## src/rtl/stencil3d_drain_if.sv

```systemverilog
// Handshake bundle between the stencil kernel, the drain stage and the
// writeback/DMA sink. The drain connects through the slave modport; the
// master modport is the view of the surrounding environment.
interface stencil3d_drain_if #(
   parameter int FRAME_W = 1024,
   parameter int WORD_W  = 32,
   parameter int IDX_W   = $clog2(FRAME_W / WORD_W)
);
   logic               frame_valid;
   logic               frame_ready;
   logic [FRAME_W-1:0] frame_data;
   logic               m_valid;
   logic               m_ready;
   logic [WORD_W-1:0]  m_data;
   logic               m_last;
   logic [IDX_W-1:0]   m_index;
   logic               busy;
   logic [15:0]        frame_count;

   // Drain side: consumes frames, produces the word stream and status.
   modport slave (
      input  frame_valid, frame_data, m_ready,
      output frame_ready, m_valid, m_data, m_last, m_index, busy, frame_count
   );

   // Environment side: kernel plus sink.
   modport master (
      output frame_valid, frame_data, m_ready,
      input  frame_ready, m_valid, m_data, m_last, m_index, busy, frame_count
   );
endinterface

```

## src/rtl/stencil3d_drain.sv

```systemverilog
// Output drain for the 3D stencil kernel: captures a whole solution frame
// into a shadow buffer and streams it out one word per handshake. The next
// frame can be accepted on the same cycle the last word leaves, so
// back-to-back frames stream without a bubble.
module stencil3d_drain #(
   parameter int FRAME_W = 1024,
   parameter int WORD_W  = 32
) (
   input logic              clk,
   input logic              rst,
   stencil3d_drain_if.slave bus
);

   localparam int NUM_WORDS = FRAME_W / WORD_W;
   localparam int IDX_W     = $clog2(NUM_WORDS);
   localparam logic [IDX_W-1:0] LAST_IDX = IDX_W'(NUM_WORDS - 1);
   localparam logic [IDX_W-1:0] ZERO_IDX = {IDX_W{1'b0}};
   localparam logic [IDX_W-1:0] ONE_IDX  = IDX_W'(1);

   typedef enum logic [0:0] {
      ST_IDLE = 1'b0,
      ST_SEND = 1'b1
   } state_t;

   state_t             state_q, state_d;
   logic [IDX_W-1:0]   cnt_q, cnt_d;
   logic [FRAME_W-1:0] shadow_q;
   logic [WORD_W-1:0]  data_q, data_d;
   logic               last_q, last_d;
   logic [15:0]        frame_count_q, frame_count_d;

   logic               m_valid_s;
   logic               xfer_s;
   logic               last_xfer_s;
   logic               frame_ready_s;
   logic               accept_s;
   logic [IDX_W-1:0]   nxt_idx_s;
   logic [WORD_W-1:0]  nxt_word_s;
   logic [WORD_W-1:0]  first_word_s;

   // Handshake decode: word transfer, last-word transfer and frame accept.
   always_comb begin
      m_valid_s     = (state_q == ST_SEND);
      xfer_s        = m_valid_s && bus.m_ready;
      last_xfer_s   = xfer_s && (cnt_q == LAST_IDX);
      frame_ready_s = (state_q == ST_IDLE) || last_xfer_s;
      accept_s      = bus.frame_valid && frame_ready_s;
      nxt_idx_s     = cnt_q + ONE_IDX;
      nxt_word_s    = shadow_q[int'(nxt_idx_s) * WORD_W +: WORD_W];
      first_word_s  = bus.frame_data[WORD_W-1:0];
   end

   // Next-state logic: frame load, word advance and drained-frame counting.
   always_comb begin
      state_d       = state_q;
      cnt_d         = cnt_q;
      data_d        = data_q;
      last_d        = last_q;
      frame_count_d = frame_count_q;
      case (state_q)
         ST_IDLE: begin
            if (accept_s) begin
               state_d = ST_SEND;
               cnt_d   = ZERO_IDX;
               data_d  = first_word_s;
               last_d  = (LAST_IDX == ZERO_IDX);
            end else begin
               state_d = ST_IDLE;
            end
         end
         ST_SEND: begin
            if (last_xfer_s) begin
               frame_count_d = frame_count_q + 16'd1;
               if (accept_s) begin
                  // Reload on the same edge: the stream continues without a gap.
                  state_d = ST_SEND;
                  cnt_d   = ZERO_IDX;
                  data_d  = first_word_s;
                  last_d  = (LAST_IDX == ZERO_IDX);
               end else begin
                  state_d = ST_IDLE;
                  last_d  = 1'b0;
               end
            end else if (xfer_s) begin
               cnt_d  = nxt_idx_s;
               data_d = nxt_word_s;
               last_d = (nxt_idx_s == LAST_IDX);
            end else begin
               // Stalled: the presented word, index and last flag are held.
               state_d = ST_SEND;
            end
         end
         default: begin
            state_d = ST_IDLE;
            cnt_d   = ZERO_IDX;
            last_d  = 1'b0;
         end
      endcase
   end

   // Control and output registers; reset discards any partial frame.
   always_ff @(posedge clk or posedge rst) begin
      if (rst) begin
         state_q       <= ST_IDLE;
         cnt_q         <= ZERO_IDX;
         data_q        <= {WORD_W{1'b0}};
         last_q        <= 1'b0;
         frame_count_q <= 16'd0;
      end else begin
         state_q       <= state_d;
         cnt_q         <= cnt_d;
         data_q        <= data_d;
         last_q        <= last_d;
         frame_count_q <= frame_count_d;
      end
   end

   // Shadow buffer: only written on accept, which never overlaps a held word.
   always_ff @(posedge clk or posedge rst) begin
      if (rst) begin
         shadow_q <= {FRAME_W{1'b0}};
      end else if (accept_s) begin
         shadow_q <= bus.frame_data;
      end else begin
         shadow_q <= shadow_q;
      end
   end

   assign bus.frame_ready = frame_ready_s;
   assign bus.m_valid     = m_valid_s;
   assign bus.m_data      = data_q;
   assign bus.m_last      = last_q;
   assign bus.m_index     = cnt_q;
   assign bus.busy        = m_valid_s;
   assign bus.frame_count = frame_count_q;

endmodule

```

## src/flat_wrapper.sv

```systemverilog
// flat-port wrapper written by rule: the top's interface ports become plain ports
module stencil3d_drain_flat 
#(
   parameter int FRAME_W = 1024,
   parameter int WORD_W  = 32
)
  (clk, rst, bus_frame_valid, bus_frame_data, bus_m_ready, bus_frame_ready, bus_m_valid, bus_m_data, bus_m_last, bus_m_index, bus_busy, bus_frame_count);
  stencil3d_drain_if #(.FRAME_W(FRAME_W), .WORD_W(WORD_W)) bus_i ();
  input logic clk;
  input logic rst;
  input wire logic [$bits(bus_i.frame_valid)-1:0] bus_frame_valid;
  input wire logic [$bits(bus_i.frame_data)-1:0] bus_frame_data;
  input wire logic [$bits(bus_i.m_ready)-1:0] bus_m_ready;
  output wire logic [$bits(bus_i.frame_ready)-1:0] bus_frame_ready;
  output wire logic [$bits(bus_i.m_valid)-1:0] bus_m_valid;
  output wire logic [$bits(bus_i.m_data)-1:0] bus_m_data;
  output wire logic [$bits(bus_i.m_last)-1:0] bus_m_last;
  output wire logic [$bits(bus_i.m_index)-1:0] bus_m_index;
  output wire logic [$bits(bus_i.busy)-1:0] bus_busy;
  output wire logic [$bits(bus_i.frame_count)-1:0] bus_frame_count;
  assign bus_i.frame_valid = bus_frame_valid;
  assign bus_i.frame_data = bus_frame_data;
  assign bus_i.m_ready = bus_m_ready;
  assign bus_frame_ready = bus_i.frame_ready;
  assign bus_m_valid = bus_i.m_valid;
  assign bus_m_data = bus_i.m_data;
  assign bus_m_last = bus_i.m_last;
  assign bus_m_index = bus_i.m_index;
  assign bus_busy = bus_i.busy;
  assign bus_frame_count = bus_i.frame_count;
  stencil3d_drain #(.FRAME_W(FRAME_W), .WORD_W(WORD_W)) u_core (.clk(clk), .rst(rst), .bus(bus_i));
endmodule
```

## config.mk

```make
export PLATFORM = sky130hd
export DESIGN_NAME = stencil3d_drain_flat
export DESIGN_NICKNAME = d
export VERILOG_FILES = /design/src/rtl/stencil3d_drain_if.sv /design/src/rtl/stencil3d_drain.sv /design/src/flat_wrapper.sv
export SDC_FILE = /design/constraint.sdc
export NUM_CORES = 2
export LEC_CHECK = 0
export CAP_MARGIN = 30
export CORE_AREA = 2 2 421 423
export DETAILED_ROUTE_END_ITERATION = 8
export DIE_AREA = 0 0 423 425
export PLACE_DENSITY = 0.49
export SLEW_MARGIN = 30
export SYNTH_ARGS = -nofsm -noshare
export SYNTH_HDL_FRONTEND = slang
export SYNTH_SLANG_ARGS = --single-unit
```

## constraint.sdc

```tcl
create_clock -name clk -period 51.1 [get_ports clk]
set_input_delay 12.775 -clock clk [delete_from_list [all_inputs] [get_ports clk]]
set_output_delay 12.775 -clock clk [all_outputs]
set_load 0.005 [all_outputs]
```

==> reports/metrics.cfg <==
[run_status]
status = complete, no violations

[layout]
final_layout_size_suffix_gt1_share_pct = 34.2
fillerInstances = 16834
utilization_pct = 38.4
final_net_count = 5399
syn2layout_area_growth_pct = 36.4
design_area_um2 = 67200

[run]
maxCapViolations = 0

[grt]
global_route.usage.total_pct = 22.4
globalRoute.totalOverflow = 0
first_global_vias = 34971
largest_net_degree_at_the_start_of_global_routing = 152
wire_length_of_the_first_global_routing_pass_um = 282000
antenna_violations_before_repair = 120

[worst_hold_path]
hold_sp = u_core.bus.frame_count[15]$_DFFE_PP0P_
min_delay_worst_endpoint = u_core.bus.frame_count[15]$_DFFE_PP0P_
holdPathStages = 1
worst_min_path_class = register to register

[timing]
timing.final.hold_violations = 0
worst_setup_skew_after_layout_ns = 0.0278
min_period_ns = 27.80
final-setup-viol-count = 0
tns_ns = 0
worst_slew_margin_rel_pct = 27.8
achievable_clock_frequency_ghz = 0.0360
period_utilization_post_route_pct = 54.4
rsz_0062_raised_after_global_routing = false
maxSlewViolCount = 0
timing_worst_slew_pin_value_ns = 1.08

[synth]
syn_area_um2 = 49300
yosysUniqueCellTypes = 42
ys_ff_latch = 1079
mappedNetlistNets = 4356
ys_seq_area_share_pct = 54.8
post_synth_edffs = 0
dominantRegCellSynth = sky130_fd_sc_hd__dfrtp_1
syn-mean-instance-area_um2 = 14.8
synth-async-reset-ratio_pct = 100
cells_after_synth = 3324
ys.warnings.count = 0

[power]
logic_pwr_share_pct = 35.0
power.static_leakage_uw = 0.0277
power.net_switching_uw = 1090
power_switching_share_pct = 35.3
cellInternalPower_uw = 2000
worst_ir_drop_vdd_mv = 0.0426
pwr_density_cell_nw_per_um2 = 46.0
share_clk_of_total_power_pct = 31.5
pwr-share-seq_pct = 33.5

[critical_path]
worst_ep_arrival_time_ns = 15.02
timing.critical_path.required_ns = 38.33
cpLargestDelayFamily = buffers and inverters
cp-start-kind = primary input
r2r_slack_ns = 43.80
crit_buf_inv = 3
maximum_fanout_along_the_worst_path = 15
worstPathCellList = clkdlybuf4s50_1 > a21boi_1 > inv_1 > clkdlybuf4s50_1
worstSetupPathType = primary input to output pin
launch_instance_of_the_worst_register_to_register_path = u_core.bus.m_index[0]$_DFFE_PP0P_
cpMaxStageDelayCell = sky130_fd_sc_hd__clkdlybuf4s50_1
crit_top_cell = sky130_fd_sc_hd__clkdlybuf4s50_1
rr_endpoint = u_core.shadow_q[36]$_DFFE_PP0P_
worstSetupEndpointType = output pin
critical-path-max-stage-delay_ns = 0.81
reg2regPathDepth = 12

[floorplan]
die-width_um = 423
floorplan_row_count = 154
io_pins = 1085
fp.dieArea_um2 = 180000
fp.dieH_um = 425
placeableCoreArea_um2 = 175000
floorplan.initialDensity_pct = 28.1

[cts]
hold_buffers = 0
cts-root-to-sink-buffers = 3
cts-root-buf = sky130_fd_sc_hd__clkbuf_16
cts_tree = done
ctsHtreeMaxLevel = 4
clock_pin_slew_reported_for_the_worst_setup_and_hold_paths_after_clock_tree_synthesis_ns = 0.05
cts_setup_buffers = 0
cts-resized-gates = 0
numCtsBuffers = 136
worstSkewPairLatency_ns = 0.78
cts_num_sinks = 1079

[routing]
dr_wl_met2_um = 108000
vias_per_cell = 4.86
drt-met1-wl_um = 79000
route.vias.total = 33265
routed_wire_length_per_instance_um = 30.0
detailroute.wirelength.met3_um = 11700
route.detailed.drc = 0
routed.top_layer = met5
drt.antenna.violating_nets = 0
detailed_route_iter0_violations = 2006
wirelength_um = 206000
firstDrtPassIters = 5

[placed_design]
dp_hpwl_um = 155000
dpl_cell_area_um2 = 62700
buffer_ports.inserted = 1084
gpl.final_weighted_congestion = 0.821

==> layout make-up <==
type | count | area [µm²] | area share [%]
clock inverter | 24 | 329 | 0.489
multi-input combinational | 1991 | 21200 | 31.5
antenna | 41 | 103 | 0.153
clock buffer | 208 | 4110 | 6.12
tap | 2340 | 2930 | 4.35
inverter | 5 | 26.3 | 0.0391
timing repair buffer | 1154 | 11600 | 17.2
sequential | 1079 | 27000 | 40.2
==> through the flow <==
| stage | worst slack (ns) | total power (µW) | hold slack (ns) | std cells |
|---|---|---|---|---|
| detailed placement | 23.33 | 2180 | 0.464 | 6568 |
| CTS | 23.32 | 3170 | 0.475 | 6800 |
| floorplan | 7.95 | 1610 | 0.468 | 3324 |
| finish | 23.30 | 3100 | 0.474 | 6842 |
| global placement | 23.37 | 2170 | 0.465 | 6563 |
| global route | 23.25 | 3250 | 0.511 | 6831 |
==> cells in the mapped netlist (11+ instances only) <==
library cell | number | area (µm²)
sky130_fd_sc_hd__mux4_2 | 208 | 4680
sky130_fd_sc_hd__nor3b_1 | 40 | 300
sky130_fd_sc_hd__nor3_1 | 20 | 100
sky130_fd_sc_hd__buf_2 | 166 | 831
sky130_fd_sc_hd__a21oi_1 | 14 | 70.1
sky130_fd_sc_hd__mux2i_1 | 108 | 1080
sky130_fd_sc_hd__a32oi_1 | 22 | 193
sky130_fd_sc_hd__buf_4 | 11 | 82.6
sky130_fd_sc_hd__nand3b_1 | 20 | 150
sky130_fd_sc_hd__and3_1 | 15 | 93.8
sky130_fd_sc_hd__nand4_1 | 15 | 93.8
sky130_fd_sc_hd__nand2_1 | 272 | 1020
sky130_fd_sc_hd__a32o_1 | 22 | 220
sky130_fd_sc_hd__mux2_2 | 1032 | 11600
sky130_fd_sc_hd__a221oi_1 | 20 | 175
sky130_fd_sc_hd__dfrtp_1 | 1079 | 27000
sky130_fd_sc_hd__clkbuf_1 | 62 | 233
sky130_fd_sc_hd__xnor2_1 | 12 | 105
sky130_fd_sc_hd__a41o_1 | 14 | 140
sky130_fd_sc_hd__nor2_1 | 14 | 52.6
sky130_fd_sc_hd__nand3_1 | 74 | 370
==> power by group through the flow <==
stage          Clock, µW  Combinational, µW  Sequential [µW]
4_1_cts             1000               1130             1040
3_3_place_gp           0               1120             1050
2_1_floorplan          0                590             1020
6_report             975               1080             1040
3_5_place_dp           0               1130             1050
5_1_grt             1040               1160             1050
==> how the worst max path moves through the flow <==
| stage | start | endpoint | depth (start not counted) |
|---|---|---|---|
| 2_1_floorplan | rst | u_core.bus.busy$_DFF_PP0_ | 1 |
| 3_3_place_gp | bus_m_ready | bus_frame_ready | 4 |
| 3_5_place_dp | bus_m_ready | bus_frame_ready | 4 |
| 4_1_cts | bus_m_ready | bus_frame_ready | 4 |
| 5_1_grt | bus_m_ready | bus_frame_ready | 4 |
| 6_report | bus_m_ready | bus_frame_ready | 4 |
==> flip-flops by register name, indices dropped and copies added (netlist names) <==
signal                  count
u_core.bus.m_index          5
u_core.bus.busy             1
u_core.bus.m_last           1
u_core.bus.frame_count     16
u_core.bus.m_data          32
u_core.shadow_q          1024
==> metal layers <==
layer  global-route usage [%]  up-vias
li1                         -    14472
met1                     25.9    17429
met2                     40.0      918
met3                     5.91      356
met4                     7.92       90
met5                        0        -
==> placed cells by master, fill, tap and decap left out, types with 15 or more instances in the layout <==
cell type                         netlist  final
sky130_fd_sc_hd__a32oi_1               22     22
sky130_fd_sc_hd__mux4_2               208    208
sky130_fd_sc_hd__buf_4                 11     50
sky130_fd_sc_hd__mux2_2              1032   1032
sky130_fd_sc_hd__a221oi_1              20     20
sky130_fd_sc_hd__and3_1                15     15
sky130_fd_sc_hd__a32o_1                22     22
sky130_fd_sc_hd__dfrtp_1             1079   1078
sky130_fd_sc_hd__clkbuf_1              62     37
sky130_fd_sc_hd__clkbuf_16              0    144
sky130_fd_sc_hd__nor3_1                20     20
sky130_fd_sc_hd__nand3_1               74     74
sky130_fd_sc_hd__nand4_1               15     15
sky130_fd_sc_hd__nand3b_1              20     20
sky130_fd_sc_hd__nor3b_1               40     40
sky130_fd_sc_hd__nand2_1              272    272
sky130_fd_sc_hd__clkdlybuf4s50_1        0   1083
sky130_fd_sc_hd__diode_2                0     41
sky130_fd_sc_hd__clkbuf_8               0     27
sky130_fd_sc_hd__mux2i_1              108    107
==> logic make-up (layout without fill, tap and decap cells) <==
logic type	count (synthesis)	in the layout	share of synthesized area, %
DFF	1079	1079	54.8
and+or+nand+nor	482	482	4.59
muxes	1353	1353	35.4
adders and majority gates	4	4	0.102
AOI/OAI and AO/OA	132	132	2.25
xor gates and xnor gates	20	20	0.409
other	0	41	0
buffers and inverters	254	1391	2.51
Note: power is estimated with default switching activity, not from simulation.
